===== config.mk =====
export PLATFORM = sky130hd
export DESIGN_NAME = latch_bank_sched
export DESIGN_NICKNAME = d
export VERILOG_FILES = /design/src/rtl/latch_sched_pkg.sv /design/src/rtl/latch_bank_sched_rr_arb2.sv /design/src/rtl/latch_bank_sched.sv
export SDC_FILE = /design/constraint.sdc
export NUM_CORES = 1
export LEC_CHECK = 0
export ABC_AREA = 1
export CAP_MARGIN = 0
export CORE_ASPECT_RATIO = 2
export CORE_UTILIZATION = 50
export DETAILED_ROUTE_END_ITERATION = 10
export PLACE_DENSITY = 0.84
export RECOVER_POWER = 100
export SLEW_MARGIN = 30
export SYNTH_ARGS = -nofsm -noshare
export SYNTH_HDL_FRONTEND = slang
export SYNTH_SLANG_ARGS = --single-unit
export TNS_END_PERCENT = 100

===== constraint.sdc =====
create_clock -name clk -period 3.9 [get_ports clk]
set_clock_uncertainty 0.05 [all_clocks]
set_input_delay 1.17 -clock clk [delete_from_list [all_inputs] [get_ports clk]]
set_output_delay 1.17 -clock clk [all_outputs]
set_load 0.005 [all_outputs]

===== src/rtl/latch_sched_pkg.sv =====
// Shared types and constants for the latch bank write sequencer.
package latch_sched_pkg;

  typedef enum logic [1:0] {
    ST_IDLE,
    ST_SETUP,
    ST_GATE,
    ST_HOLD
  } state_e;

  localparam int DEF_SLOTS       = 8;
  localparam int DEF_GATE_CYCLES = 2;

  // Address width for n slots, never below 1 so a single-slot bank still has a port.
  function automatic int clog2_min1(input int n);
    int r;
    r = 1;
    while ((1 << r) < n) r++;
    return r;
  endfunction

endpackage


===== src/rtl/latch_bank_sched_rr_arb2.sv =====
// Two-input round-robin arbiter; the pointer remembers the last winner.
module rr_arb2 (
  input  logic clk,
  input  logic reset,
  input  logic en_i,
  input  logic req_a_i,
  input  logic req_b_i,
  output logic gnt_a_o,
  output logic gnt_b_o
);

  // last_b_q = 1 means B won last, so A is preferred on a tie.
  logic last_b_q;

  assign gnt_a_o = en_i & req_a_i & (~req_b_i | last_b_q);
  assign gnt_b_o = en_i & req_b_i & (~req_a_i | ~last_b_q);

  always_ff @(posedge clk) begin
    if (reset) begin
      last_b_q <= 1'b1;
    end else if (gnt_a_o) begin
      last_b_q <= 1'b0;
    end else if (gnt_b_o) begin
      last_b_q <= 1'b1;
    end
  end

endmodule


===== src/rtl/latch_bank_sched.sv =====
// Arbitrates two nibble writers onto a bank of transparent latches with setup/gate/hold strobes.
// Optional shadow readback array is enabled by defining LATCH_SHADOW_EN.
//
// state    | meaning
// ST_IDLE  | waiting for a request; lat_d holds its last value
// ST_SETUP | data driven onto lat_d, all gates closed
// ST_GATE  | selected slot gate low for GATE_CYCLES cycles
// ST_HOLD  | gates closed, data still driven, ack to the granted requester
module latch_bank_sched
  import latch_sched_pkg::*;
#(
  parameter int SLOTS       = DEF_SLOTS,
  parameter int GATE_CYCLES = DEF_GATE_CYCLES,
  localparam int AW         = clog2_min1(SLOTS)
) (
  input  logic             clk,
  input  logic             reset,
  input  logic             a_req,
  input  logic [AW-1:0]    a_addr,
  input  logic [3:0]       a_data,
  output logic             a_ack,
  input  logic             b_req,
  input  logic [AW-1:0]    b_addr,
  input  logic [3:0]       b_data,
  output logic             b_ack,
  output logic [3:0]       lat_d,
  output logic [SLOTS-1:0] lat_ng,
  output logic             busy,
  input  logic [AW-1:0]    rd_addr,
  output logic [3:0]       rd_data
);

  state_e           state_q;
  logic [3:0]       cnt_q;
  logic             who_b_q;
  logic [AW-1:0]    addr_q;
  logic [3:0]       data_q;
  logic [3:0]       lat_d_q;
  logic [SLOTS-1:0] lat_ng_q;
  logic             a_ack_q;
  logic             b_ack_q;
  logic             busy_q;
  logic             gnt_a;
  logic             gnt_b;
  logic [SLOTS-1:0] slot_sel;

  rr_arb2 u_arb (
    .clk     (clk),
    .reset   (reset),
    .en_i    (state_q == ST_IDLE),
    .req_a_i (a_req),
    .req_b_i (b_req),
    .gnt_a_o (gnt_a),
    .gnt_b_o (gnt_b)
  );

  // An out-of-range address decodes to no slot, so the sequence runs without a strobe.
  always_comb begin
    slot_sel = '0;
    for (int i = 0; i < SLOTS; i++) begin
      if (addr_q == AW'(i)) slot_sel[i] = 1'b1;
    end
  end

  always_ff @(posedge clk) begin
    if (reset) begin
      state_q  <= ST_IDLE;
      cnt_q    <= '0;
      who_b_q  <= 1'b0;
      addr_q   <= '0;
      data_q   <= '0;
      lat_d_q  <= '0;
      lat_ng_q <= '1;
      a_ack_q  <= 1'b0;
      b_ack_q  <= 1'b0;
      busy_q   <= 1'b0;
    end else begin
      a_ack_q <= 1'b0;
      b_ack_q <= 1'b0;
      case (state_q)
        ST_IDLE: begin
          if (gnt_a || gnt_b) begin
            who_b_q <= gnt_b;
            addr_q  <= gnt_b ? b_addr : a_addr;
            data_q  <= gnt_b ? b_data : a_data;
            lat_d_q <= gnt_b ? b_data : a_data;
            busy_q  <= 1'b1;
            state_q <= ST_SETUP;
          end
        end
        ST_SETUP: begin
          lat_ng_q <= ~slot_sel;
          cnt_q    <= 4'(GATE_CYCLES - 1);
          state_q  <= ST_GATE;
        end
        ST_GATE: begin
          if (cnt_q == 4'd0) begin
            lat_ng_q <= '1;
            a_ack_q  <= ~who_b_q;
            b_ack_q  <= who_b_q;
            state_q  <= ST_HOLD;
          end else begin
            cnt_q <= cnt_q - 4'd1;
          end
        end
        ST_HOLD: begin
          busy_q  <= 1'b0;
          state_q <= ST_IDLE;
        end
        default: state_q <= ST_IDLE;
      endcase
    end
  end

  assign lat_d  = lat_d_q;
  assign lat_ng = lat_ng_q;
  assign a_ack  = a_ack_q;
  assign b_ack  = b_ack_q;
  assign busy   = busy_q;

`ifdef LATCH_SHADOW_EN
  logic [3:0] shadow_q [SLOTS];

  always_ff @(posedge clk) begin
    if (reset) begin
      for (int i = 0; i < SLOTS; i++) shadow_q[i] <= '0;
    end else if (state_q == ST_SETUP) begin
      for (int i = 0; i < SLOTS; i++) begin
        if (slot_sel[i]) shadow_q[i] <= data_q;
      end
    end
  end

  always_comb begin
    rd_data = '0;
    for (int i = 0; i < SLOTS; i++) begin
      if (rd_addr == AW'(i)) rd_data = shadow_q[i];
    end
  end
`else
  logic unused_rd_addr;
  assign unused_rd_addr = ^rd_addr;
  assign rd_data        = 4'h0;
`endif

endmodule


==> out/summary.log, run 1 <==
qor: timing.setup_repair_after_global_routing_missed_its_margin no
qor: cts.cts_made_buffers 3
qor: synth.syn_area_per_cell 7.18 um2
qor: route.via_density 5.03
qor: cts.post_cts.repair.setup_buffers 0
qor: floorplanning.total_die_area 2880 um2
qor: critical_path.critPathKind in -> reg
qor: cts.tritoncts done
qor: cts.cts_root_buf sky130_fd_sc_hd__clkbuf_8
qor: pwr.switch_pwr 444 uW
qor: floorplanning.std_cell_rows 26
qor: cts.tritoncts_num_sinks 26
qor: final_layout.drive_above_1_share 5.12%
qor: timing.setup_tns 0 ns
qor: final_layout.nNetsFinal 244
qor: route.detail_route.first_pass.iterations 4
qor: critical_path.critPathRequiredTime 4.08 ns
qor: route.detailedRoute.firstIterationViolations 48
qor: pwr.intPower 745 uW
qor: final_layout.n_antenna_cell 0
qor: timing.final_min_period_over_clock_period 63.1%
qor: global_route.first_global_vias 1116
qor: critical_path.worst_setup_path_end_kind register
qor: pwr.combinationalPowerShare 46.4%
qor: floorplanning.num_io_pins 40
qor: hold_path.worstHoldStart who_b_q$_SDFFE_PP0P_
qor: outcome.status finished clean
qor: cts.clk_pin_slew_worst_paths 0.10 ns
qor: critical_path.setup.worst_path.start reset
qor: pwr.fin_total_pwr 1.19 mW
qor: floorplanning.core_region_area 2540 um2
qor: final_layout.filler_cell_count 220
qor: route.routed-via-count 1222
qor: cts.htree_num_levels 1
qor: cts.buffers_from_clock_root_to_sink_at_most 2
qor: global_route.global_route.usage.total 21.1%
qor: pwr.power.leakage 0.824 nW
qor: pwr.p_seq_share 34.8%
qor: route.count_of_unresolved_drc_violations_after_routing 0
qor: critical_path.reg2reg_from state_q[0]$_SDFFE_PP0P_
qor: synth.synthesis.yosys.warnings 0
qor: timing.report.final.slew_viol_count 0
qor: placement.place.port_buffers 32
qor: timing.setup_viol_count_final 0
qor: route.drt-wirelength-per-cell 10.4 um
qor: synth.synth.lib_cells_used.distinct 20
qor: synth.syn_area 1330 um2
qor: route.routed_wl 2540 um
qor: pwr.powerDensity 706 nW/um2
qor: timing.slew-limit-headroom 65.1%
qor: floorplanning.initial_utilization 52.4%
qor: synth.synth.yosys.seq_area_share 39.2%
qor: global_route.grt_overflow_total 0
qor: cts.clk-insertion-delay-late 0.27 ns
qor: timing.timing.final.hold_violations 0
qor: pwr.pwr-share-clk 18.8%
qor: pwr.ir_drop 0.000440 V
qor: global_route.wire_length_of_the_first_global_routing_pass 4460 um
qor: critical_path.crit_start_category primary input
qor: synth.synthesis.instances 185
qor: placement.place.detailed.hpwl 1870 um
qor: route.antenna_viol_nets_final 0
qor: run.count_of_max_cap_constraint_violations 0
qor: critical_path.path_max_fanout 20
qor: global_route.antenna_found_initial 0
qor: pwr.netSwitchingFraction 37.3%
qor: cts.cts_resized 0
qor: global_route.pin_count_of_the_biggest_net_entering_global_routing 21
qor: cts.cts_hold_repair.buffers 0
qor: final_layout.area_growth_syn_to_layout 26.6%
qor: synth.postSynthRegisterBits 26
qor: floorplanning.die_h 74.9 um
qor: critical_path.critical_path_arrival 2.64 ns
qor: final_layout.layout_common_cells 41 x sky130_fd_sc_hd__nand2_1, 32 x sky130_fd_sc_hd__nand3_1, 26 x sky130_fd_sc_hd__dfxtp_1
qor: timing.final_period_minus_worst_setup_slack 2.46 ns
qor: hold_path.hold-path-cell-count 1
qor: final_layout.layout.cells.most_common sky130_fd_sc_hd__nand2_1
qor: floorplanning.die_width 38.5 um
qor: timing.timing.fmax 0.406 GHz
qor: timing.worstMarginPinSlew 0.523 ns
qor: hold_path.worstHoldPathType reg -> reg
qor: placement.finalWeightedCongestion 0.714
qor: critical_path.r2r_cells 6
flip-flops by register name, summed over array words and instances (netlist names):
signal	flops
busy	1
lat_ng	8
state_q	2
addr_q	3
cnt_q	4
lat_d	4
who_b_q	1
b_ack	1
a_ack	1
u_arb.last_b_q	1
worst max-delay path, cell delays in order:
cell,delay [ns]
sky130_fd_sc_hd__dlygate4sd3_1,0.65
sky130_fd_sc_hd__inv_1,0.44
sky130_fd_sc_hd__o21ai_0,0.20
sky130_fd_sc_hd__inv_1,0.09
sky130_fd_sc_hd__nand2_1,0.05
sky130_fd_sc_hd__inv_1,0.04
Yosys cell counts, drive strengths merged:
master   n  area (um2)
a21oi    8        40.0
o21ai   18        90.1
nor2     8        30.0
nand3b   1        7.51
nor3b    1        12.5
nor3     2        10.0
or2      1        6.26
dfxtp   26         521
ha       7        87.6
conb     1        3.75
buf      9        73.8
nand2   45         184
nand3   32         165
inv     26        97.6
stage by stage:
step / util (%) / setup slack (ns) / cells / instance area (um2) / hold slack [ns]
floorplan: - / 2.04 / 188 / 1340 / 0.361
global placement: 63.9 / 1.27 / 239 / 1620 / 0.387
detailed placement: 63.9 / 1.25 / 239 / 1620 / 0.380
CTS: 66.7 / 1.50 / 243 / 1690 / 0.427
global route: 66.3 / 1.33 / 243 / 1680 / 0.431
finish: 66.3 / 1.44 / 243 / 1680 / 0.437
final timing paths:
path | endpoint | slack (ns)
max | addr_q[1]$_SDFFE_PP0P_ | 1.44
min | a_ack$_SDFF_PP0_ | 0.44
max reg2reg | lat_ng[7]$_SDFFE_PP1P_ | 2.19
min reg2reg | a_ack$_SDFF_PP0_ | 0.44
layout make-up:
cell class                 instances  area [um2]  share of cell area [%]
multi-input combinational        127         638                    37.9
sequential                        26         520                    30.9
timing repair buffer              32         320                    19.0
inverter                          26        97.6                    5.80
clock buffer                       3        41.3                    2.45
tap                               28        35.0                    2.08
clock inverter                     1        30.0                    1.78
layer usage:
layer  up-vias  routed length [um]  track usage [%]
met3         4                  69             3.54
met5         -                   0                0
met2        33                1420             39.9
met1       543                1010             21.3
met4         0                  38             9.20
li1        642                   -                -
logic make-up (layout without fill, tap and decap cells):
logic type / count (synthesis) / in the layout / share of synthesized area, %
other: 1 / 4 / 0.282
AO/OA/AOI/OAI: 26 / 26 / 9.79
AND/OR/NAND/NOR: 90 / 90 / 31.3
adder cells (fa/ha/maj): 7 / 7 / 6.59
flip-flops: 26 / 26 / 39.2
buffers and inverters: 35 / 62 / 12.9
power by group through the flow:
stage	clock network (mW)	logic (mW)	registers [mW]
2_1_floorplan	0	0.392	0.422
3_3_place_gp	0	0.563	0.418
3_5_place_dp	0	0.573	0.422
4_1_cts	0.225	0.581	0.417
5_1_grt	0.236	0.636	0.428
6_report	0.224	0.551	0.413
Power figures use the tool's default switching activity.
==> run 2: changes to the inputs <==
CORE_UTILIZATION = 46   (was 50)
PLACE_DENSITY = 0.78   (was 0.84)
clock period = 2.45 ns   (was 3.9 ns; I/O delays follow)
==> out/summary.log, run 2 (same netlist as run 1, synthesis figures left out) <==
qor: critical_path.critPathRequiredTime 1.66 ns [was 4.08 ns]
qor: placement.place.detailed.hpwl 1900 um [was 1870 um]
qor: global_route.grt_overflow_total 0 [unchanged]
qor: floorplanning.die_width 40.0 um [was 38.5 um]
qor: timing.report.final.slew_viol_count 0 [unchanged]
qor: cts.clk-insertion-delay-late 0.27 ns [about the same]
qor: cts.cts_hold_repair.buffers 0 [unchanged]
qor: cts.htree_num_levels 1 [unchanged]
qor: final_layout.layout.cells.most_common sky130_fd_sc_hd__nand2_1 [unchanged]
qor: critical_path.reg2reg_from state_q[0]$_SDFFE_PP0P_ [unchanged]
qor: hold_path.worstHoldStart who_b_q$_SDFFE_PP0P_ [unchanged]
qor: critical_path.timing.critical_path.max_delay_family buffers and inverters [unchanged]
qor: route.via_density 4.90 [was 5.03]
qor: critical_path.setup.worst_path.start lat_ng[3]$_SDFFE_PP1P_ [was reset]
qor: floorplanning.num_io_pins 40 [unchanged]
qor: run.count_of_max_cap_constraint_violations 0 [unchanged]
qor: hold_path.worstHoldPathType reg -> reg [unchanged]
qor: floorplanning.std_cell_rows 27 [was 26]
qor: timing.timing.final.hold_violations 0 [unchanged]
qor: critical_path.timing.critical_path.slowest_stage_cell sky130_fd_sc_hd__dlygate4sd3_1 [unchanged]
qor: timing.final_min_period_over_clock_period 80.0%
qor: timing.setup_tns 0 ns [unchanged]
qor: final_layout.n_antenna_cell 0 [unchanged]
qor: route.routed-via-count 1210 [was 1222]
qor: timing.final.setup.worst_slack 0.489 ns [was 1.44 ns]
qor: global_route.antenna_found_initial 0 [unchanged]
qor: cts.cts_resized 0 [unchanged]
qor: placement.place.port_buffers 32 [unchanged]
qor: critical_path.path_max_fanout 2 [was 20]
qor: cts.cts_root_buf sky130_fd_sc_hd__clkbuf_8 [unchanged]
qor: floorplanning.core_region_area 2740 um2 [was 2540 um2]
qor: placement.finalWeightedCongestion 0.785 [was 0.714]
qor: critical_path.worst_setup_path_end_kind output port [was register]
qor: pwr.ir_drop 0.000563 V [was 0.000440 V]
qor: global_route.wire_length_of_the_first_global_routing_pass 4420 um [was 4460 um]
qor: floorplanning.initial_utilization 48.6% [was 52.4%]
qor: critical_path.crit_start_category register [was primary input]
qor: final_layout.drive_above_1_share 5.05% [was 5.12%]
qor: timing.timing.fmax 0.510 GHz
qor: critical_path.critical_path.cell_chain dlygate4sd3_1 [was dlygate4sd3_1 -> inv_1 -> o21ai_0 -> inv_1 -> nand2_1 -> inv_1]
qor: route.wl_met2 1380 um [was 1420 um]
qor: route.routed_wl 2510 um [was 2540 um]
qor: route.antenna_viol_nets_final 0 [unchanged]
qor: critical_path.critical_path_arrival 1.18 ns [was 2.64 ns]
qor: placement.dp_worst_setup_slack 0.450 ns [was 1.25 ns]
qor: outcome.status finished clean [unchanged]
qor: timing.setup_repair_after_global_routing_missed_its_margin no [unchanged]
qor: route.detail_route.first_pass.iterations 4 [unchanged]
qor: route.drt-wirelength-per-cell 10.2 um [was 10.4 um]
qor: cts.cts_made_buffers 3 [unchanged]
qor: timing.final_period_minus_worst_setup_slack 1.96 ns
qor: route.route.met3.wl 87 um [was 69 um]
qor: final_layout.area_growth_syn_to_layout 27.7% [was 26.6%]
qor: critical_path.max_stage_delay 0.56 ns [was 0.65 ns]
qor: cts.buffers_from_clock_root_to_sink_at_most 2 [unchanged]
qor: route.detailedRoute.firstIterationViolations 19 [was 48]
qor: global_route.global_route.usage.total 19.3% [was 21.1%]
qor: final_layout.nNetsFinal 247 [was 244]
qor: cts.tritoncts_num_sinks 26 [unchanged]
qor: pwr.fin_total_pwr 1.86 mW [was 1.19 mW]
qor: route.count_of_unresolved_drc_violations_after_routing 0 [unchanged]
qor: global_route.first_global_vias 1130 [was 1116]
qor: timing.setup_viol_count_final 0 [unchanged]
qor: cts.post_cts.repair.setup_buffers 0 [unchanged]
qor: final_layout.layout_common_cells 43 x sky130_fd_sc_hd__nand2_1, 32 x sky130_fd_sc_hd__nand3_1, 26 x sky130_fd_sc_hd__dfxtp_1 [was 41 x sky130_fd_sc_hd__nand2_1, 32 x sky130_fd_sc_hd__nand3_1, 26 x sky130_fd_sc_hd__dfxtp_1]
qor: route.met1_length 1010 um [about the same]
qor: critical_path.critPathKind reg -> out [was in -> reg]
qor: critical_path.timing.critical_path.buf_inv 1 [was 4]
qor: final_layout.largest_register_ff_count 8 [unchanged]
qor: route.highest-signal-layer met4 [unchanged]
qor: critical_path.reg2reg_setup_slack 0.62 ns [was 2.19 ns]
qor: cts.tritoncts done [unchanged]
qor: pwr.power.leakage 0.836 nW [was 0.824 nW]
qor: pwr.powerDensity 1100 nW/um2 [was 706 nW/um2]
qor: floorplanning.die_h 78.0 um [was 74.9 um]
qor: cts.clk_pin_slew_worst_paths 0.09 ns [was 0.10 ns]
qor: floorplanning.total_die_area 3120 um2 [was 2880 um2]
qor: global_route.pin_count_of_the_biggest_net_entering_global_routing 16 [was 21]
## run 2: cell types whose count changed in the layout (fill, tap and decap cells not counted)
cell                      before  now
sky130_fd_sc_hd__nand2_4       1    0
sky130_fd_sc_hd__buf_4         0    3
sky130_fd_sc_hd__nand2_1      41   43
sky130_fd_sc_hd__inv_2         2    1
sky130_fd_sc_hd__inv_1        24   25
sky130_fd_sc_hd__nand2_2       3    2
## run 2: per-stage QoR
stage                     hold slack (ns)  instances  utilization (%)  cell area, um2
after floorplan                     0.361        188                -            1340
after global placement              0.389        243             60.1            1650
after detailed placement            0.395        243             60.1            1650
after CTS                           0.420        247             62.7            1720
after global routing                0.444        247             62.0            1700
final                               0.418        247             62.0            1700
## run 2: layout make-up
type / count / area (um2)
sequential: 26 / 520
multi-input combinational: 127 / 628
fill: 256 / 1040
inverter: 26 / 97.6
timing repair buffer: 35 / 343
tap: 29 / 36.3
clock buffer: 3 / 41.3
clock inverter: 1 / 30.0
## run 2: power by group
part | leakage (nW) | total (mW) | internal (mW) | switching, mW
logic | 0.585 | 0.850 | 0.385 | 0.465
registers | 0.215 | 0.656 | 0.575 | 0.0813
clock network | 0.0357 | 0.356 | 0.218 | 0.137
total | 0.836 | 1.86 | 1.18 | 0.683
## run 2: final timing paths
path                                  to  cells past startpoint
setup reg to reg  lat_ng[7]$_SDFFE_PP1P_                      7
hold / removal          a_ack$_SDFF_PP0_                      1
setup / recovery               lat_ng[3]                      1
hold reg to reg         a_ack$_SDFF_PP0_                      1
## run 2: metal layers
metal  vias to the layer above  track usage, %
met5                         -               0
met4                         0            6.90
met3                         2            3.67
met2                        32            33.2
met1                       526            21.7
li1                        650               -
